--- src/rtl/conv_enc_framer.sv ---
// conv_enc_framer: K=3 rate-1/2 convolutional encoder emitting fixed 16-slot serial frames
module conv_enc_framer #(
    parameter int         INFO_BITS = 7,
    parameter int         FRAME_LEN = 16,
    parameter logic [2:0] G0        = 3'b111,
    parameter logic [2:0] G1        = 3'b101
) (
    input  logic                   clk,
    input  logic                   rst_n,
    input  logic [INFO_BITS-1:0]   i_din,
    input  logic                   i_din_valid,
    output logic                   o_din_ready,
    input  logic [2*INFO_BITS-1:0] i_err_mask,
    output logic                   o_dout,
    output logic                   o_dout_valid,
    output logic                   o_sof,
    output logic                   o_frame_sync,
    output logic [7:0]             o_underrun_cnt
);
    localparam int              SW    = $clog2(FRAME_LEN);
    localparam int              CB    = 2*INFO_BITS;
    localparam logic [SW-1:0]   LAST  = SW'(FRAME_LEN-1);
    localparam logic [SW-1:0]   NCODE = SW'(CB);

    typedef enum logic {IDLE_FRAME, ACTIVE_FRAME} state_t;

    state_t                r_state, w_state_nxt;
    logic [SW-1:0]         r_slot, w_slot_nxt;
    logic                  r_full;
    logic [INFO_BITS-1:0]  r_pword, r_word, w_word;
    logic [CB-1:0]         r_pmask, r_mask, w_mask;
    logic                  r_s1, r_s2, w_s1, w_s2;
    logic                  w_wrap, w_u, w_dv, w_bit, w_upd;
    logic [2:0]            w_g;
    logic                  r_dout, r_dv, r_sof, r_fs;
    logic [7:0]            r_und;

    assign o_din_ready    = rst_n & ~r_full;
    assign o_dout         = r_dout;
    assign o_dout_valid   = r_dv;
    assign o_sof          = r_sof;
    assign o_frame_sync   = r_fs;
    assign o_underrun_cnt = r_und;

    // Look ahead one slot so registered outputs line up with the slot they describe
    always_comb begin
        w_wrap      = r_slot == LAST;
        w_slot_nxt  = w_wrap ? '0 : r_slot + SW'(1);
        w_state_nxt = w_wrap ? (r_full ? ACTIVE_FRAME : IDLE_FRAME) : r_state;
        w_word      = w_wrap ? r_pword : r_word;
        w_mask      = w_wrap ? r_pmask : r_mask;
        w_s1        = w_wrap ? 1'b0 : r_s1;
        w_s2        = w_wrap ? 1'b0 : r_s2;
        w_u         = |(w_word & (INFO_BITS'(1) << w_slot_nxt[SW-1:1]));
        w_g         = w_slot_nxt[0] ? G1 : G0;
        w_dv        = (w_state_nxt == ACTIVE_FRAME) && (w_slot_nxt < NCODE);
        w_bit       = w_dv & ((^(w_g & {w_u, w_s1, w_s2})) ^ (|(w_mask & (CB'(1) << w_slot_nxt))));
        w_upd       = w_dv & w_slot_nxt[0];
    end

    // Frame state register; changes only at the slot counter wrap
    always_ff @(posedge clk) begin
        if (!rst_n) r_state <= IDLE_FRAME;
        else        r_state <= w_state_nxt;
    end

    // Slot counter, pending/active buffers, trellis state and registered outputs
    always_ff @(posedge clk) begin
        if (!rst_n) begin
            r_slot  <= '0;
            r_full  <= 1'b0;
            r_pword <= '0;
            r_pmask <= '0;
            r_word  <= '0;
            r_mask  <= '0;
            r_s1    <= 1'b0;
            r_s2    <= 1'b0;
            r_dout  <= 1'b0;
            r_dv    <= 1'b0;
            r_sof   <= 1'b0;
            r_fs    <= 1'b0;
            r_und   <= '0;
        end else begin
            r_slot <= w_slot_nxt;
            r_full <= (w_wrap & r_full) ? 1'b0 : (r_full | i_din_valid);
            if (i_din_valid && !r_full) begin
                r_pword <= i_din;
                r_pmask <= i_err_mask;
            end
            r_word <= w_word;
            r_mask <= w_mask;
            r_s1   <= w_upd ? w_u : w_s1;
            r_s2   <= w_upd ? w_s1 : w_s2;
            r_dout <= w_bit;
            r_dv   <= w_dv;
            r_sof  <= w_dv && (w_slot_nxt == '0);
            r_fs   <= w_slot_nxt == '0;
            if (w_wrap && !r_full && r_und != 8'hFF) r_und <= r_und + 8'd1;
        end
    end
endmodule
--- config.mk ---
export PLATFORM = sky130hd
export DESIGN_NAME = conv_enc_framer
export DESIGN_NICKNAME = d
export VERILOG_FILES = /design/src/rtl/conv_enc_framer.sv
export SDC_FILE = /design/constraint.sdc
export NUM_CORES = 1
export LEC_CHECK = 0
export CELL_PAD_IN_SITES_DETAIL_PLACEMENT = 0
export CELL_PAD_IN_SITES_GLOBAL_PLACEMENT = 2
export CORE_MARGIN = 8
export CORE_UTILIZATION = 33
export DETAILED_ROUTE_END_ITERATION = 7
export GPL_ROUTABILITY_DRIVEN = 0
export PLACE_DENSITY_LB_ADDON = 0.3
export RECOVER_POWER = 50
export SLEW_MARGIN = 15
export SYNTH_ARGS = -nofsm -noshare
export SYNTH_HDL_FRONTEND = slang
export SYNTH_SLANG_ARGS = --single-unit
--- constraint.sdc ---
create_clock -name clk -period 2.7 [get_ports clk]
set_input_delay 0.81 -clock clk [delete_from_list [all_inputs] [get_ports clk]]
set_output_delay 0.81 -clock clk [all_outputs]
set_load 0.01 [all_outputs]
# [Yosys cells after proc, flatten, opt, wreduce, memory -nomap -nowiden]
# Cells that the tools add are included.
[totals] wordCells=53 output_inout_bits=13 regBits=62
[classes] mux=10 n_reduce_logical=11 bitwise_logic=11 eq_ne=2 n_lt_le_gt_ge=1 add_sub_neg=2 shift=2
[ops] cell="bitwise AND 14 bit" n=1
[ops] cell="2-to-1 mux 14 bit" n=1
[ops] cell="OR reduction 14 bit" n=1
[ops] cell="<< shifter 1 x 4 -> 14 bit, first input constant" n=1
[ops] cell="adder 8 x 1 -> 8 bit, second input constant" n=1
[ops] cell="inequality test 8 bit, second input constant" n=1
[ops] cell="bitwise AND 7 bit" n=1
[ops] cell="2-to-1 mux 7 bit" n=1
[ops] cell="OR reduction 7 bit" n=1
[ops] cell="<< shifter 1 x 3 -> 7 bit, first input constant" n=1
[ops] cell="2-to-1 mux 1 bit" n=6
[ops] cell="logical AND 1 bit" n=5
[ops] cell="adder 4 x 1 -> 4 bit, second input constant" n=1
[ops] cell="bitwise AND 1 bit" n=4
[ops] cell="== test 4 bit, second input constant" n=1
[ops] cell="logical NOT 4 bit" n=1
[ops] cell="< comparator 4 bit, second input constant" n=1
[ops] cell="2-to-1 mux 4 bit" n=1
[ops] cell="bitwise AND 3 bit" n=1
[ops] cell="XOR reduction 3 bit" n=1
[ops] cell="2-to-1 mux 2 bit" n=1
[ops] cell="inverter 1 bit" n=2
[ops] cell="OR reduction 2 bit" n=1
[ops] cell="logical NOT 1 bit" n=1
[ops] cell="2 further kinds" n=2

# [Logic depth before layout (Yosys ltp)]
# Gate-level depths: netlist of the first run.
[depth] word_depth=9 mapped_depth=9 depth_no_buf=8

# [Worst setup path before layout of the first run]
# OpenSTA, ideal clock, no wires.
[synth_timing] kind="flip-flop to flip-flop" start="register r_slot[0]" end="register r_dout (netlist: o_dout)" setup_slack_ps=616 n_path_buf=1 stages_incl_launch_ff=9 t_arrival_ps=2012 required_time_ps=2628 cell_sequence="dfxtp_1 > ha_1 > buf_4 > nand3_2 > mux2_2 > a222oi_1 > a32oi_1 > xnor2_1 > mux2i_1"
[synth_via] elab_chain_len=9 elab_cells_between_ends=21
[synth_rtl] element="start, declared" line_no="28" text="logic [SW-1:0] r_slot, w_slot_nxt;"
[synth_rtl] element="start signal, assigned" line_no="84" text="r_slot <= w_slot_nxt;"
[synth_rtl] element="adder 4 x 1 -> 4 bit or == test 4 bit (tied branches)" line_no="48, 47"
[synth_rtl] element="2-to-1 mux 4 bit" line_no="48" text="w_slot_nxt = w_wrap ? '0 : r_slot + SW'(1);"
[synth_rtl] element="<< shifter 1 x 3 -> 7 bit" line_no="54" text="w_u = |(w_word & (INFO_BITS'(1) << w_slot_nxt[SW-1:1]));"
[synth_rtl] element="bitwise AND 7 bit" line_no="54"
[synth_rtl] element="OR reduction 7 bit" line_no="54"
[synth_rtl] element="bitwise AND 3 bit" line_no="57" text="w_bit = w_dv & ((^(w_g & {w_u, w_s1, w_s2})) ^ (|(w_mask & (CB'(1) << w_slot_nxt))));"
[synth_rtl] element="XOR reduction 3 bit" line_no="57"
[synth_rtl] element="bitwise XOR 1 bit" line_no="57"
[synth_rtl] element="bitwise AND 1 bit *" line_no="57"
[synth_rtl] element="end signal, assigned" line_no="94" text="r_dout <= w_bit;"
[synth_rtl] element="end, declared" line_no="35" text="logic r_dout, r_dv, r_sof, r_fs;"
# Mark *: on every way between the ends. The rest lies on a longest branch, timed or not.
# A chain may end at the register's enable or synchronous reset.

# [Worst setup path after layout of the first run]
[layout_timing] start="input port rst_n" end="output port o_din_ready"
[layout_via] elab_chain_len=1
[layout_rtl] element="start, declared" line_no="9" text="input logic rst_n,"
[layout_rtl] element="bitwise AND 1 bit" line_no="38" text="assign o_din_ready = rst_n & ~r_full;"
[layout_rtl] element="end, declared" line_no="12" text="output logic o_din_ready,"
# No other way between the ends.

==> results of run 1 <==
-- power breakdown --
part	switching (mW)	total, mW	leakage (nW)	internal (mW)
clock	0.336	0.734	0.0914	0.397
combinational	0.0869	0.174	0.742	0.0876
sequential	0.0276	0.968	0.504	0.940
total	0.451	1.88	1.34	1.43
-- path summary, 6_finish.rpt --
check	from	endpoint	slack, ns	cells past startpoint
worst max-delay path	rst_n	o_din_ready	0.12	3
worst min-delay path	r_pword[2]$_SDFFE_PN0P_	r_word[2]$_SDFF_PN0_	0.47	2
worst max register to register	r_slot[0]$_SDFF_PN0_	o_dout$_SDFF_PN0_	0.39	8
worst min register to register	r_pword[2]$_SDFFE_PN0P_	r_word[2]$_SDFF_PN0_	0.47	2
-- worst min-delay path, stage by stage, from the launching register on --
cell,delay [ns]
dfxtp_1,0.31
nand2_1,0.05
a21boi_0,0.06
-- cell families after synthesis --
family	Yosys count	share of synthesized area [%]
AOI/OAI and AO/OA	73	19.7
buffers and inverters	26	3.74
adders and majority gates	6	2.55
and+or+nand+nor	144	23.0
xor gates and xnor gates	9	2.68
DFF	62	42.2
muxes	17	6.12
-- cells in the final DEF, fill, tap and decap left out, types with 2 or more instances in the layout --
| master | count |
|---|---|
| a211oi_1 | 2 |
| a21boi_0 | 43 |
| a222oi_1 | 4 |
| a22o_1 | 2 |
| a311oi_1 | 2 |
| a32oi_1 | 2 |
| and2_1 | 11 |
| and3_1 | 4 |
| buf_4 | 10 |
| clkbuf_8 | 12 |
| clkdlybuf4s50_1 | 34 |
| dfxtp_1 | 61 |
| ha_1 | 6 |
| inv_1 | 7 |
| mux2_2 | 7 |
| mux2i_1 | 9 |
| nand2_1 | 93 |
| nand2b_1 | 2 |
| nand3_1 | 4 |
| nand3b_1 | 2 |
| nor2_1 | 9 |
| nor2b_1 | 5 |
| nor3_1 | 2 |
| o21ai_0 | 3 |
| o311a_1 | 3 |
| xnor2_1 | 5 |
| xor2_1 | 4 |
-- area by class of cell --
| class | count | area, um2 |
|---|---|---|
| repair buffers | 47 | 439 |
| clock buffers | 13 | 169 |
| well taps | 108 | 135 |
| inverters | 7 | 26.3 |
| clock inverters | 1 | 5.00 |
| fillers | 924 | 5070 |
| flip-flops and latches | 62 | 1240 |
| multi-input cells | 249 | 1590 |
-- sequential cells by signal (all words and copies together), names as in the netlist --
register        cells
r_state             1
r_full              1
o_dout_valid        1
r_pword             7
o_underrun_cnt      8
o_dout              1
r_mask             14
r_slot              4
o_sof               1
r_word              7
r_pmask            14
o_frame_sync        1
r_s1                1
r_s2                1
-- per-layer routing --
layer	track usage, %	routed length (um)	share of wire, %	up-vias
li1	-	-	-	1234
met1	14.1	3380	49	1121
met2	17.7	3060	45	53
met3	3.14	286	4.2	11
met4	6.76	142	2.1	0
met5	0	0	0	-
-- metrics by stage --
step	worst slack [ns]	setup TNS (ns)	cells	cell area, um2
after floorplan	0.616	0	337	2940
after global placement	-0.0601	-0.0601	473	3440
after detailed placement	-0.0626	-0.0626	473	3440
after CTS	0.189	0	487	3610
after global routing	0.0600	0	487	3610
final	0.121	0	487	3610
-- what timing repair did --
item / CTS / global route
setup buffers: 0 / 0
pin swaps: 0 / 0
resized for setup: 1 / 1
endpoints found under the setup margin: 1 / 1
==> flow_metrics.py, run 1 <==
metrics = {
    "setup_path": {
        "worst_path_max_delay_cell": "dlygate4sd3_1",
        "crit_arrival_ns": 1.77,
        "path_max_fanout": 2,
        "cp.required_ns": 1.89,
        "critPathLaunchType": "input port",
        "crit_chain": "dlygate4sd3_1 -> nor2b_1 -> dlygate4sd2_1",
        "crit_buf_inv": 2,
        "crit_path_end_kind": "output port",
        "crit_path_max_incr_delay_ns": 0.55,
        "crit_type": "input port to output port",
        "cp_top_family": "buffers and inverters",
    },
    "logic_synthesis": {
        "synth_cell_types": 51,
        "yosysMostFrequentCell": "nand2_1",
        "syn-num-nets": 367,
        "synthCells": 337,
        "ys_warn_count": 0,
        "yosys.area.top_type": "dfxtp_1",
        "syn_area_mm2": 0.00294,
        "yosys-top-cells-count": "nand2_1 (93), dfxtp_1 (62), a21boi_0 (43)",
        "yosysSeqAreaShare_pct": 42.2,
        "ys_top_cells_by_area": "dfxtp_1 (42%), nand2_1 (12%), a21boi_0 (11%)",
        "ys.flop_type": "dfxtp_1",
        "synth_seq_cells": 62,
        "synth_top_cell_area_share_pct": 42.2,
        "async_reset_ff_share_pct": 0,
        "syn_area_per_cell_um2": 8.73,
        "synth_edf_count": 0,
    },
    "grt": {
        "grt.overflow.total": 0,
        "track_usage_pct": 11.5,
        "grt_pass1_vias": 2305,
        "grt_start_max_net_pins": 61,
        "grt_pass1_wl_mm": 11.7,
        "antenna_found_initial": 0,
    },
    "pwr": {
        "power_leakage_nw": 1.34,
        "fin_total_pwr_mw": 1.88,
        "p_per_area_mw_per_mm2": 520,
        "ir_drop_mv": 0.234,
    },
    "layout": {
        "utilization_pct": 41.6,
        "diodes": 0,
        "nets": 406,
        "synthToLayoutAreaGrowth_pct": 22.7,
        "layout-drive-gt1-share_pct": 10.3,
    },
    "clock_tree": {
        "clock_path_buffers": 2,
        "cts_tree": "done",
        "cts_sinks": 62,
        "clockRootBuffer": "clkbuf_8",
        "clk_pin_slew_ns": 0.07,
        "numCtsBuffers": 9,
        "clock_latency_ns": 0.34,
        "htreeDepth": 3,
        "hold_buffers": 0,
    },
    "outcome": {
        "outcome": "finished clean",
    },
    "die": {
        "num_io_pins": 37,
        "initial_utilization_pct": 33.9,
        "fp.dieArea_mm2": 0.0122,
        "rows": 34,
        "die_h_um": 110,
        "placeableCoreArea_mm2": 0.00868,
        "die_width_um": 110,
    },
    "sta": {
        "finClkSkew_ns": 0.00793,
        "hold_viol_final": 0,
        "setup_viol": 0,
        "rsz0062_at_grt": "no",
        "finalCriticalPeriod_ns": 2.58,
        "maxSlewViolCount": 0,
        "max_freq_mhz": 388,
        "worst_pin_slew_ns": 0.993,
        "timing.final.crit_share_pct": 95.5,
        "hold_ws_ns": 0.466,
        "slew_headroom_pct": 33.8,
    },
    "drt": {
        "ant_nets": 0,
        "wl_per_cell_um": 14.1,
        "drtPass1Iterations": 4,
        "vias": 2419,
        "wl_mm": 6.87,
        "drcViolationCount": 0,
        "via_per_inst": 4.97,
        "drtIter0Drc": 153,
    },
    "placement": {
        "dp.final_hpwl_mm": 4.68,
        "io_buffers": 36,
    },
    "job": {
        "cap_violations": 0,
    },
    "hold_path": {
        "hold_path_class": "flip-flop to flip-flop",
    },
}
Note: power is estimated with default switching activity, not from simulation.
==> run 2: changes to the inputs <==
CORE_MARGIN = not set   (was 8)
==> run 2 against run 1 <==
Effect of this change:
- global-route usage up 4.3 points
- via count fell by 0.91%
- count of clock-buffer cells in the layout is the same
- hold slack improved by 0.0011 ns
==> flow_metrics.py, run 2 (same netlist as run 1, synthesis figures left out) <==
metrics = {
    "die": {
        "num_io_pins": 37,
        "initial_utilization_pct": 33.9,
        "die_width_um": 96.4,
        "rows": 34,
        "die_h_um": 96.4,
        "fp.dieArea_mm2": 0.00930,
        "placeableCoreArea_mm2": 0.00868,
    },
    "clock_tree": {
        "clockRootBuffer": "clkbuf_8",
        "clock_path_buffers": 2,
        "cts_sinks": 62,
        "clock_latency_ns": 0.33,
        "numCtsBuffers": 9,
        "clk_pin_slew_ns": 0.07,
        "htreeDepth": 3,
        "postCtsSetupRepairBufs": 0,
        "cts_tree": "done",
    },
    "job": {
        "cap_violations": 0,
    },
    "sta": {
        "setup-tns-final_ns": 0,
        "maxSlewViolCount": 0,
        "hold_viol_final": 0,
        "hold_ws_ns": 0.467,
        "worst_pin_slew_ns": 1.02,
        "slew_headroom_pct": 31.9,
        "finClkSkew_ns": 0.00653,
        "timing.final.crit_share_pct": 95.4,
        "max_freq_mhz": 388,
        "finalCriticalPeriod_ns": 2.58,
        "setup_viol": 0,
        "rsz0062_at_grt": "no",
    },
    "layout": {
        "layout-drive-gt1-share_pct": 10.2,
        "diodes": 0,
        "final_cell_mix": "nand2_1 (93), dfxtp_1 (62), a21boi_0 (43)",
        "fill_cells": 936,
        "nets": 406,
        "final_common_cell": "nand2_1",
        "fin_area_mm2": 0.00362,
        "synthToLayoutAreaGrowth_pct": 23.0,
    },
    "setup_path": {
        "ff2ff_path_depth": 8,
        "crit_chain": "dlygate4sd3_1 -> nor2b_1 -> dlygate4sd2_1",
        "crit_path_end_kind": "output port",
        "critPathLaunchType": "input port",
        "crit_arrival_ns": 1.77,
        "path_max_fanout": 2,
        "r2r-end": "o_dout$_SDFF_PN0_",
        "rr_startpoint": "r_slot[0]$_SDFF_PN0_",
        "worst_path_max_delay_cell": "dlygate4sd3_1",
        "crit_path_max_incr_delay_ns": 0.55,
        "r2r_setup_slack_ns": 0.30,
        "crit_type": "input port to output port",
        "cp.required_ns": 1.89,
    },
    "pwr": {
        "p_per_area_mw_per_mm2": 527,
        "fin_total_pwr_mw": 1.91,
        "power_leakage_nw": 1.34,
        "ir_drop_mv": 0.218,
    },
    "hold_path": {
        "hold_path_class": "flip-flop to flip-flop",
        "hold_end": "r_mask[7]$_SDFF_PN0_",
        "worstHoldStart": "r_pmask[7]$_SDFFE_PN0P_",
        "whs_path_depth": 2,
    },
    "drt": {
        "ant_nets": 0,
        "wl_per_cell_um": 13.7,
        "drtPass1Iterations": 5,
        "drtIter0Drc": 121,
        "via_per_inst": 4.90,
        "drcViolationCount": 0,
        "vias": 2397,
        "wl_mm": 6.71,
    },
    "grt": {
        "track_usage_pct": 15.8,
        "grt.overflow.total": 0,
        "grt_pass1_vias": 2228,
        "grt_pass1_wl_mm": 11.1,
        "grt_start_max_net_pins": 61,
        "antenna_found_initial": 0,
    },
    "outcome": {
        "outcome": "finished clean",
    },
    "placement": {
        "placed_area_mm2": 0.00344,
        "dp.final_hpwl_mm": 4.39,
        "io_buffers": 36,
    },
}
==> run 2: through the flow <==
step / utilization [%] / setup slack [ns] / instances
floorplan: - / 0.616 / 337
global placement: 39.6 / -0.0609 / 473
detailed placement: 39.6 / -0.0659 / 473
CTS: 41.7 / 0.210 / 489
global route: 41.7 / 0.0557 / 489
finish: 41.7 / 0.123 / 489
==> run 2: repair_timing <==
action | in CTS | in global routing
hold buffers | 0 | 0
gates resized for setup | 1 | 0
setup endpoints to repair | 1 | 0
hold endpoints to repair | 0 | 0
==> run 2: worst max path at each step <==
stage,start,to,cells after the start
floorplan,r_slot[0]$_SDFF_PN0_,o_dout$_SDFF_PN0_,8
global placement,rst_n,o_din_ready,3
detailed placement,rst_n,o_din_ready,3
CTS,rst_n,o_din_ready,3
global route,r_slot[0]$_SDFF_PN0_,o_dout$_SDFF_PN0_,8
finish,rst_n,o_din_ready,3
==> run 2: report_power, final <==
group / total [mW] / leakage, nW / internal (mW) / switching, mW
sequential: 0.966 / 0.504 / 0.940 / 0.0266
combinational: 0.177 / 0.741 / 0.0878 / 0.0893
clock: 0.765 / 0.0954 / 0.406 / 0.359
==> run 2: worst max-delay path, delay by kind of cell <==
family        cells  cell delay (ns)
buf+inv           2             0.83
simple gates      1             0.13
==> run 2: final cells by class <==
cell class	count	area, um2	share of cell area, %
inverter	7	26.3	0.726
clock inverter	3	17.5	0.484
sequential	62	1240	34.3
tap	108	135	3.73
clock buffer	13	169	4.67
multi-input combinational	249	1590	44.0
timing repair buffer	47	439	12.1
==> run 2: routing by layer <==
metal | part of all wire [%] | track usage, % | wire, um | vias to the layer above
met5 | 0 | 0 | 0 | -
met4 | 0.76 | 5.51 | 51 | 0
met3 | 3.4 | 4.30 | 231 | 4
met2 | 46 | 24.8 | 3090 | 40
met1 | 50 | 20.8 | 3340 | 1122
li1 | - | - | - | 1231
